## config.mk

```make
export PLATFORM = sky130hd
export DESIGN_NAME = debounce_sync
export DESIGN_NICKNAME = d
export VERILOG_FILES = /design/src/rtl/debounce_sync.sv
export SDC_FILE = /design/constraint.sdc
export NUM_CORES = 1
export LEC_CHECK = 0
export BUFFER_PORTS_ARGS = -buffer_cell sky130_fd_sc_hd__clkbuf_2
export CAP_MARGIN = 10
export CORE_MARGIN = 5
export CORE_UTILIZATION = 56
export CTS_CLUSTER_DIAMETER = 50
export DETAILED_ROUTE_END_ITERATION = 6
export PLACE_DENSITY_LB_ADDON = 0.1
export SETUP_SLACK_MARGIN = 0.15
export SYNTH_ARGS = -nofsm -noshare
export SYNTH_HDL_FRONTEND = slang
export SYNTH_SLANG_ARGS = --single-unit
```

## constraint.sdc

```tcl
create_clock -name clk -period 2.47 [get_ports clk]
set_clock_uncertainty 0.2 [all_clocks]
set_input_delay 0.494 -clock clk [delete_from_list [all_inputs] [get_ports clk]]
set_output_delay 0.494 -clock clk [all_outputs]
set_load 0.02 [all_outputs]
```

## src/rtl/debounce_sync.sv

```systemverilog
// Two-channel push-button conditioner: per-channel 2-flop synchronizer followed by a
// counting debounce FSM with a registered level and a one-cycle rising-edge pulse.
module debounce_sync #(
  parameter int unsigned N_CYC = 16,
  parameter int unsigned CNT_W = 5
) (
  input  logic clk,
  input  logic reset,
  input  logic a_raw,
  input  logic b_raw,
  output logic a,
  output logic b,
  output logic a_rise,
  output logic b_rise
);

  typedef enum logic [1:0] {
    StLow,
    StWaitHigh,
    StHigh,
    StWaitLow
  } state_e;

  localparam logic [CNT_W-1:0] CntLast = CNT_W'(N_CYC - 1);

  logic [1:0] raw;
  logic [1:0] level;
  logic [1:0] rise;

  assign raw = {b_raw, a_raw};

  for (genvar i = 0; i < 2; i++) begin : g_chan
    logic             s1_q;
    logic             s2_q;
    state_e           state_q;
    logic [CNT_W-1:0] cnt_q;
    logic             level_q;
    logic             rise_q;

    always_ff @(posedge clk or posedge reset) begin
      if (reset) begin
        s1_q <= 1'b0;
        s2_q <= 1'b0;
      end else begin
        s1_q <= raw[i];
        s2_q <= s1_q;
      end
    end

    // Any opposite sample while waiting aborts; re-entry restarts the count at zero.
    always_ff @(posedge clk or posedge reset) begin
      if (reset) begin
        state_q <= StLow;
        cnt_q   <= '0;
        level_q <= 1'b0;
        rise_q  <= 1'b0;
      end else begin
        rise_q <= 1'b0;
        unique case (state_q)
          StLow: begin
            if (s2_q) begin
              state_q <= StWaitHigh;
              cnt_q   <= '0;
            end
          end
          StWaitHigh: begin
            if (!s2_q) begin
              state_q <= StLow;
            end else if (cnt_q == CntLast) begin
              state_q <= StHigh;
              level_q <= 1'b1;
              rise_q  <= 1'b1;
            end else begin
              cnt_q <= cnt_q + 1'b1;
            end
          end
          StHigh: begin
            if (!s2_q) begin
              state_q <= StWaitLow;
              cnt_q   <= '0;
            end
          end
          StWaitLow: begin
            if (s2_q) begin
              state_q <= StHigh;
            end else if (cnt_q == CntLast) begin
              state_q <= StLow;
              level_q <= 1'b0;
            end else begin
              cnt_q <= cnt_q + 1'b1;
            end
          end
          default: begin
            state_q <= StLow;
            cnt_q   <= '0;
          end
        endcase
      end
    end

    assign level[i] = level_q;
    assign rise[i]  = rise_q;
  end

  assign a      = level[0];
  assign b      = level[1];
  assign a_rise = rise[0];
  assign b_rise = rise[1];

endmodule

```

* Word-level counts from Yosys, hierarchy flattened
Cells that the tools add are included.
Widths: inputs -> output; s select.
** Cells by class
- Equality and inequality tests :: 24
- Reductions and logical operators :: 10
- Mux-type cells :: 42
- Add/sub/neg operators :: 2
** Operator list (count)
- $mux 5 :: 10
- $pmux 5 s4 :: 2
- $mux 2 :: 12
- $ne 2x2->1 const B :: 12
- $pmux 2 s4 :: 2
- $reduce_and 4->1 :: 4
- $mux 1 :: 14
- $ne 3x3->1 const B :: 4
- $add 5x1->5 const B :: 2
- $eq 5x4->1 const B :: 2
- $reduce_and 5->1 :: 2
- $eq 2x2->1 const B :: 4
- $eq 2x1->1 const B :: 2
- $logic_not 2->1 :: 2
- $pmux 1 s2 :: 2
- $reduce_bool 2->1 :: 2
** Storage, ports and cells
- Output and inout bits :: 4
- Register bits after elaboration :: 22
- Logic and storage cells :: 90
- Bits of input ports :: 4

* Logic depth before layout (Yosys ltp)
- Word-level depth :: 4
- Depth in mapped cells :: 6
- Gate-level depth less buffers :: 6

* Worst setup path after synthesis
OpenSTA, ideal clock, no wires.
- Path kind :: reg-to-reg
- Start point :: register g_chan[1].cnt_q[0]
- End point :: register g_chan[1].cnt_q[3]
- Clock period less this slack :: 2007 ps
- Cell stages (with the launch flop) :: 7
- Buffers on the path :: 0
- Data arrival time :: 1730 ps
- Slack :: 463 ps
- Cell sequence :: dfrtp_1 ha_1 and3_1 ha_1 nand4b_1 or4b_1 o21ai_1
** On the way
- Longest elaborated chain between the ends :: 4
- Elaborated cells between the ends (all ways) :: 6
** RTL lines
- start, declared :: RTL line 36 : logic [CNT_W-1:0] cnt_q;
- start signal, assigned :: RTL line 74 : cnt_q <= cnt_q + 1'b1;
- start signal, assigned :: RTL line 90 : cnt_q <= cnt_q + 1'b1;
- $add 5x1->5 / $eq 5x4->1 (equally long branches)
- $mux 5 * :: RTL line 69, 86
- $mux 5 (on tied branches) :: RTL line 84, 67
- $pmux 5 s4 * :: RTL line 59 : unique case (state_q)
Mark *: on every way between the ends. The rest lies on a longest branch, timed or not. The select of a mux whose other input is x is not followed.
A chain may end at the register's enable or synchronous reset.

* Final worst setup path
Same ends and word-level chain as after synthesis.

==> metrics.yaml <==
status: "finished, final reports clean"
grt-ovfl-total: 0
clock_latency_ps: 300
grt_use_total: 0.150
synth_nets: 98
crit_type: "reg -> reg"
timing.final.crit_share: 0.864
drive_above_1_share: 0.141
cts_sinks: 22
clock_path_buffers: 2
syn_area_sq_um: 1010
slew_headroom: 0.606
cp-end-kind: "flop"
clk_pin_slew_worst_paths_ps: 130
grt_pass1_vias: 677
dp.cells: 119
final_common_cell: "dfrtp_1"
core_area_sq_um: 1730
drc: 0
routedWlPerCell_microns: 12.8
layout.nets: 110
arrival_ps: 2180
syn_inst: 88
fillers: 133
peakVddDrop_v: 0.000410
cts_buffers: 3
cts-root-buf: "clkbuf_4"
io_buffers: 7
placementRows: 15
io_pins: 8
synth_area_per_cell_sq_um: 11.5
yosys_warnings: 0
area_growth_pct: 12.7
setup_slack_ps: 336
cellPowerDensity_nw_per_um2: 660
dpl.hpwl_microns: 1130
die_w_microns: 52.4
synth_top_area_share: 0.546
max-cap-violations: 0
htree_levels: 1
yosysTopAreaCell: "dfrtp_1"
hold-worst-slack_ps: 83.0
yosys-top-cells-area: "dfrtp_1, ha_1, inv_1, a21oi_1, nand2_1"
cts_tree: "yes"
layout_common_cells: "dfrtp_1, inv_1, clkbuf_2"
post-place-ws_ps: 365
antenna_found_initial: 0
dr.first_iter.drc_count: 4
cp-start-kind: "flop"
routed_wl_microns: 1590
cts_setup_buffers: 0
start_util: 0.584
dieArea_sq_um: 2750
hold_viol_final: 0
grt_max_degree: 23
n_antenna_cell: 0
yosys.cell_types.count: 33
finalPower_uw: 750
synth-seq-cells: 22
leakagePower_nw: 0.535
antenna_left: 0
layoutNonFillerInstCount: 124
hp-class: "in -> reg"
max_freq_ghz: 0.469
vias: 676
grt_pass1_wl_microns: 2960
rsz0062_at_grt: "no"
fin_tns_setup_ps: 0
dieHeight_microns: 52.4
setup_viol: 0
place_congestion: 0.732
crit_required_ps: 2520
tightest_slew_ps: 587
yosysSeqAreaShare: 0.546
viasPerCell: 5.45
cp_max_fo: 7
drtPass1Iterations: 4
period_minus_slack_ps: 2130
slew_viol_final: 0
## worst max-delay path: stages (launching register included)
cell	delay, ps
dfrtp_1	430
ha_1	230
and3_1	200
ha_1	250
nand4b_1	210
or4b_1	470
o21ai_1	80
## worst paths after layout
check	from	endpoint	slack [ps]	cells after the start
setup / recovery	g_chan[1].cnt_q[0]	g_chan[1].cnt_q[3]	340	6
hold / removal	a_raw	g_chan[0].s1_q	80	1
setup reg to reg	g_chan[1].cnt_q[0]	g_chan[1].cnt_q[3]	340	6
hold reg to reg	g_chan[1].s1_q	g_chan[1].s2_q	170	0
max in group asynchronous	reset	g_chan[0].cnt_q[2]	1330	4
min in group asynchronous	reset	g_chan[1].cnt_q[2]	520	4
## power breakdown
part	switching [mW]	internal, mW	total [mW]
Sequential	0.0273	0.385	0.413
Combinational	0.0311	0.0304	0.0615
Clock	0.112	0.164	0.276
Total	0.170	0.580	0.750
## metal layers
| layer | vias up | wire length, microns | global-route usage |
|---|---|---|---|
| met2 | 12 | 709 | 0.231 |
| met4 | 0 | 19 | 0.0766 |
| met3 | 2 | 61 | 0.0256 |
| met5 | - | 0 | 0 |
| li1 | 344 | - | - |
| met1 | 318 | 799 | 0.200 |
## repair_timing
| item | 4_1_cts | 5_1_grt |
|---|---|---|
| gates resized for setup | 0 | 0 |
| hold buffers | 1 | 0 |
| endpoints found under the hold margin | 22 | 0 |
## sequential cells by signal, summed over array words and instances (netlist names), named ones only
| register | cells |
|---|---|
| g_chan.cnt_q | 10 |
| g_chan.s1_q | 2 |
| g_chan.s2_q | 2 |
| a | 1 |
| b | 1 |
| g_chan.state_q | 2 |
| b_rise | 1 |
| a_rise | 1 |
## synth_stat cells
library cell / instances
buf_2: 1
or4_1: 1
a22oi_1: 1
a22o_1: 2
nand2b_1: 2
o41ai_1: 1
or4b_1: 1
mux2_1: 1
o31ai_1: 2
xnor2_1: 1
or3b_1: 1
mux2_2: 1
nor2_1: 1
ha_1: 6
dfrtp_1: 22
o21ai_1: 2
a21o_1: 2
clkbuf_1: 1
mux2i_1: 1
o22ai_1: 2
nor4_1: 1
nand3_1: 2
xnor2_2: 1
and2_1: 1
and3_1: 2
a32o_1: 1
and4b_1: 2
nand4b_1: 2
nand2_1: 6
o21ai_0: 3
inv_1: 8
a31oi_1: 2
a21oi_1: 5
## through the flow
| step | util | cell area [sq um] |
|---|---|---|
| 6_report | 0.658 | 1140 |
| 5_1_grt | 0.658 | 1140 |
| 4_1_cts | 0.658 | 1140 |
| 3_5_place_dp | 0.622 | 1070 |
| 3_3_place_gp | 0.622 | 1070 |
| 2_1_floorplan | - | 1010 |
## area by class of cell
class,instances,area [sq um],area share
inverter,8,30.0,0.0264
clock inverter,1,30.0,0.0264
sequential,22,551,0.485
multi-input combinational,56,419,0.369
tap,25,31.3,0.0275
timing repair buffer,9,52.6,0.0463
clock buffer,3,22.5,0.0198
## kinds of logic after synthesis
logic type,Yosys count,share of synthesized area
AOI/OAI and AO/OA,23,0.148
xor gates and xnor gates,2,0.0248
adders and majority gates,6,0.0744
buffers and inverters,10,0.0385
DFF,22,0.546
muxes,3,0.0323
and+or+nand+nor,22,0.136
Power figures use the tool's default switching activity.
